===== src/rtl/nco_dac_spi.sv =====
// nco_dac_spi: samples NCO sine/cosine on a tick and shifts them out as two 24-bit SPI DAC frames.
// Build option: define OFFSET_BINARY_EN to invert the sample MSB (two's complement -> offset binary).
module nco_dac_spi #(
    parameter int         DATA_WIDTH = 16,
    parameter int         SCLK_HALF  = 2,
    parameter int         SAMPLE_DIV = 250,
    parameter logic [3:0] CMD_WRITE  = 4'b0011,
    parameter logic [3:0] ADDR_A     = 4'b0000,
    parameter logic [3:0] ADDR_B     = 4'b0001
) (
    input  logic                  clk,
    input  logic                  rst_n,
    input  logic                  en,
    input  logic [DATA_WIDTH-1:0] sin_in,
    input  logic [DATA_WIDTH-1:0] cos_in,
    output logic                  dac_sclk,
    output logic                  dac_cs_n,
    output logic                  dac_mosi,
    output logic                  busy,
    output logic                  frame_done,
    output logic                  overrun
);

    localparam int HW = $clog2(SCLK_HALF) + 1;
    localparam int CW = (SAMPLE_DIV > 1) ? $clog2(SAMPLE_DIV) : 1;

    localparam logic [2:0] S_IDLE  = 3'd0;
    localparam logic [2:0] S_SETUP = 3'd1;
    localparam logic [2:0] S_SHIFT = 3'd2;
    localparam logic [2:0] S_HOLD  = 3'd3;
    localparam logic [2:0] S_GAP   = 3'd4;

    logic [CW-1:0]         cnt;
    logic                  tick;
    logic [2:0]            state;
    logic [HW-1:0]         hcnt;
    logic                  half_end;
    logic [4:0]            bcnt;
    logic                  chan;
    logic [23:0]           shreg;
    logic [DATA_WIDTH-1:0] hold_b;

    // Left-justify the sample into 16 bits and prepend command/address.
    function automatic logic [23:0] frame_word(input logic [3:0] addr,
                                               input logic [DATA_WIDTH-1:0] s);
        logic [15:0] d;
        d = 16'(s) << (16 - DATA_WIDTH);
`ifdef OFFSET_BINARY_EN
        d[15] = ~d[15];
`endif
        return {CMD_WRITE, addr, d};
    endfunction

    assign tick     = en && (cnt == CW'(SAMPLE_DIV - 1));
    assign half_end = (hcnt == HW'(SCLK_HALF - 1));
    assign dac_mosi = shreg[23];

    // Sample-rate divider: free-runs while enabled, parked at zero otherwise.
    always_ff @(posedge clk or negedge rst_n) begin
        if (!rst_n) begin
            cnt <= '0;
        end else if (!en || tick) begin
            cnt <= '0;
        end else begin
            cnt <= cnt + CW'(1);
        end
    end

    // Sticky overrun: a tick that finds the serialiser busy; disabling clears it.
    always_ff @(posedge clk or negedge rst_n) begin
        if (!rst_n) begin
            overrun <= 1'b0;
        end else if (!en) begin
            overrun <= 1'b0;
        end else if (tick && state != S_IDLE) begin
            overrun <= 1'b1;
        end
    end

    // Frame sequencer: SETUP, 24 SCLK periods, HOLD, GAP, once per channel.
    always_ff @(posedge clk or negedge rst_n) begin
        if (!rst_n) begin
            state      <= S_IDLE;
            hcnt       <= '0;
            bcnt       <= '0;
            chan       <= 1'b0;
            shreg      <= '0;
            hold_b     <= '0;
            dac_sclk   <= 1'b0;
            dac_cs_n   <= 1'b1;
            busy       <= 1'b0;
            frame_done <= 1'b0;
        end else begin
            frame_done <= 1'b0;
            case (state)
                S_IDLE: begin
                    if (tick) begin
                        hold_b   <= cos_in;
                        shreg    <= frame_word(ADDR_A, sin_in);
                        chan     <= 1'b0;
                        hcnt     <= '0;
                        busy     <= 1'b1;
                        dac_cs_n <= 1'b0;
                        state    <= S_SETUP;
                    end
                end
                S_SETUP: begin
                    if (half_end) begin
                        hcnt     <= '0;
                        bcnt     <= '0;
                        dac_sclk <= 1'b1;
                        state    <= S_SHIFT;
                    end else begin
                        hcnt <= hcnt + HW'(1);
                    end
                end
                S_SHIFT: begin
                    if (!half_end) begin
                        hcnt <= hcnt + HW'(1);
                    end else begin
                        hcnt <= '0;
                        if (dac_sclk) begin
                            dac_sclk <= 1'b0;
                            shreg    <= {shreg[22:0], 1'b0};
                        end else if (bcnt == 5'd23) begin
                            state <= S_HOLD;
                        end else begin
                            bcnt     <= bcnt + 5'd1;
                            dac_sclk <= 1'b1;
                        end
                    end
                end
                S_HOLD: begin
                    if (half_end) begin
                        hcnt     <= '0;
                        dac_cs_n <= 1'b1;
                        shreg    <= '0;
                        state    <= S_GAP;
                    end else begin
                        hcnt <= hcnt + HW'(1);
                    end
                end
                S_GAP: begin
                    if (!half_end) begin
                        hcnt <= hcnt + HW'(1);
                    end else begin
                        hcnt <= '0;
                        if (!chan) begin
                            chan     <= 1'b1;
                            shreg    <= frame_word(ADDR_B, hold_b);
                            dac_cs_n <= 1'b0;
                            state    <= S_SETUP;
                        end else begin
                            frame_done <= 1'b1;
                            busy       <= 1'b0;
                            state      <= S_IDLE;
                        end
                    end
                end
                default: state <= S_IDLE;
            endcase
        end
    end

endmodule


===== config.mk =====
export PLATFORM = sky130hd
export DESIGN_NAME = nco_dac_spi
export DESIGN_NICKNAME = d
export VERILOG_FILES = /design/src/rtl/nco_dac_spi.sv
export SDC_FILE = /design/constraint.sdc
export NUM_CORES = 1
export LEC_CHECK = 0
export ABC_AREA = 1
export BUFFER_PORTS_ARGS = -buffer_cell sky130_fd_sc_hd__clkbuf_2
export CORE_UTILIZATION = 61
export DETAILED_ROUTE_END_ITERATION = 8
export PLACE_DENSITY = 0.89
export SLEW_MARGIN = 20
export SYNTH_ARGS = -nofsm -noshare
export SYNTH_HDL_FRONTEND = slang
export SYNTH_SLANG_ARGS = --single-unit

===== constraint.sdc =====
create_clock -name clk -period 3.85 [get_ports clk]
set_clock_uncertainty 0.05 [all_clocks]
set_input_delay 0.1925 -clock clk [delete_from_list [all_inputs] [get_ports clk]]
set_output_delay 0.1925 -clock clk [all_outputs]
set_load 0.01 [all_outputs]

==> flow_summary_export.csv <==
group,metric,value,unit
status,status,"complete, no violations",
layout,final_cells,531,
critical_path,cp-end-kind,"flop",
floorplanning,ioPinCount,41,
cts,cts.path.max_buffers,2,
power,leakage,1.95,nW
cts,worstSkewPairLatency,330,ps
run,maxCapViolations,0,
detailed_routing,drt_iter0_drc,251,
layout,nets,494,
sta,tightest_slew,1070,ps
placement,globalplace.congestion,0.882,
floorplanning,num_rows,26,
synthesis,syn-cell-area,3240,um2
global_routing,groute.usage.overall,26.8,%
detailed_routing,drtAntennaViolNets,0,
detailed_routing,finalWirelength,6660,um
cts,clockRootBuffer,"clkbuf_8",
synthesis,yosys.area.top_type_share,48.6,%
synthesis,synthArstFlopShare,100,%
placement,placedCellCount,514,
critical_path,crit_required,4070,ps
synthesis,synth-seq-area-share,49.4,%
synthesis,synth-seq-cells,64,
sta,fin_tns_setup,0,ps
sta,hold_viol,0,
layout,layout_commonest_cell,"nand2_1",
synthesis,netlist_instances,421,
cts,cts_max_level,3,
sta,fmax,424,MHz
synthesis,syn_area_per_cell,7.71,um2
worst_hold_path,holdCritPathClass,"input port to flop",
cts,cts_tree,"yes",
placement,placed_area,3440,um2
sta,finalCritPeriodShare,61.3,%
detailed_routing,via_per_inst,5.25,
synthesis,yosysUniqueCellTypes,29,
layout,final_cell_mix,"nand2_1, nand3_1, dfrtp_1",
detailed_routing,vias,2788,
synthesis,synth_area_leaders,"dfrtp_1, nand2_1, nand3_1, inv_1, nor2_1",
layout,multi_input_area,1390,um2
floorplanning,dieArea,5610,um2
global_routing,grt_max_degree,41,
global_routing,grt_overflow_total,0,
layout,n_fill_cell,395,
global_routing,antenna_found_initial,0,
sta,drv_slew,0,
synthesis,synth_flop_cell,"dfrtp_1",
layout,drive_gt1_share,15.6,%
power,power.total,1.36,mW
layout,seq_area,1600,um2
global_routing,grt_pass1_vias,2515,
placement,io_buffers,40,
floorplanning,core,5110,um2
synthesis,synth-edff-count,0,
floorplanning,start_util,63.5,%
critical_path,cp.arrival,2580,ps
power,p_per_area,371,nW/um2
sta,relSlewSlack,28.4,%
power,ir_worst_vdd,0.219,mV
critical_path,crit_fanout,31,
placement,hpwl,4490,um
critical_path,critPathKind,"flop to flop",
floorplanning,die_h,74.9,um
synthesis,yosys_warnings,0,
cts,cts_setup_buffers,0,
sta,period_needed,2360,ps
cts,cts_buffers,9,
layout,utilization,71.7,%
detailed_routing,dr.pass1.iters,5,
cts,cts.sinks,64,
detailed_routing,drc_errors,0,
layout,antenna_cells,0,
layout,design_area,3660,um2
placement,pre_cts_ws,1510,ps
floorplanning,die_w,74.9,um
sta,rsz0062_at_grt,"no",
layout,area_growth_syn_to_layout,12.8,%
synthesis,synth_area_leader_cell,"dfrtp_1",
sta,setup_viol,0,
detailed_routing,routedWlPerCell,12.5,um
cts,clk_pin_slew,70,ps
global_routing,grt_pass1_wl,11300,um
critical_path,worst_setup_path_start_kind,"flop",
synthesis,syn_nets,459,
sta,hold_ws,17.2,ps
sta,timing.final.ws_setup,1490,ps
## final timing paths
kind / startpoint / endpoint / slack [ps] / depth (start not counted)
min in group asynchronous: rst_n / hcnt[1] / 480 / 2
max in group asynchronous: rst_n / bcnt[0] / 2420 / 3
hold / removal: cos_in[15] / hold_b[15] / 20 / 3
setup reg to reg: state[1] / shreg[22] / 1490 / 7
hold reg to reg: dac_cs_n / dac_cs_n / 410 / 2
setup / recovery: state[1] / shreg[22] / 1490 / 7
## critical path, cell delays in order, from the launching register on
cell	delay [ps]
dfrtp_1	500
nor2_4	180
inv_1	70
nor2_2	130
nand2_1	640
nand2_4	540
nand2_1	100
nand2_1	80
## cell families (layout without fill, tap and decap cells)
logic type / Yosys count / count (layout) / synth area share, %
xor gates and xnor gates: 1 / 1 / 0.270
and+or+nand+nor: 258 / 258 / 35.4
buffers and inverters: 58 / 98 / 7.91
AOI/OAI and AO/OA: 37 / 37 / 5.82
DFF: 64 / 64 / 49.4
adders and majority gates: 3 / 3 / 1.16
## timing repair
| item | CTS | global route |
|---|---|---|
| hold buffers | 1 | 0 |
| gates resized for setup | 0 | 0 |
| hold endpoints to repair | 38 | 0 |
## where the power goes
part | internal (mW) | switching (mW)
Sequential | 0.675 | 0.00233
Clock | 0.382 | 0.248
Combinational | 0.0221 | 0.0291
Total | 1.08 | 0.280
## flip-flops by register name, summed over array words and instances (netlist names)
name and cells:
hold_b 16, chan 1, shreg 24, state 3
frame_done 1, hcnt 2, overrun 1, cnt 8
dac_sclk 1, bcnt 5, dac_cs_n 1, busy 1
## layer usage
metal  track usage [%]  wire [um]  vias up
li1                  -          -     1403
met1              37.0       3120     1308
met2              42.1       3160       70
met3              4.69        300        7
met4              11.3         78        0
met5                 0          0        -
## Yosys cell counts, drive strengths merged (3+ instances only)
cell type  instances
a21oi              6
buf               13
clkbuf             5
dfrtp             63
ha                 3
inv               40
nand2            149
nand3             65
nand3b             5
nand4              5
nor2              30
o21ai             31
or2                3
## final cells by class
class / count / share of cell area [%]
clock buffers: 13 / 4.07
clock inverters: 3 / 1.78
inverters: 40 / 4.17
multi-input cells: 299 / 37.8
flip-flops and latches: 64 / 43.8
well taps: 70 / 2.39
repair buffers: 42 / 5.95
Power figures use the tool's default switching activity.
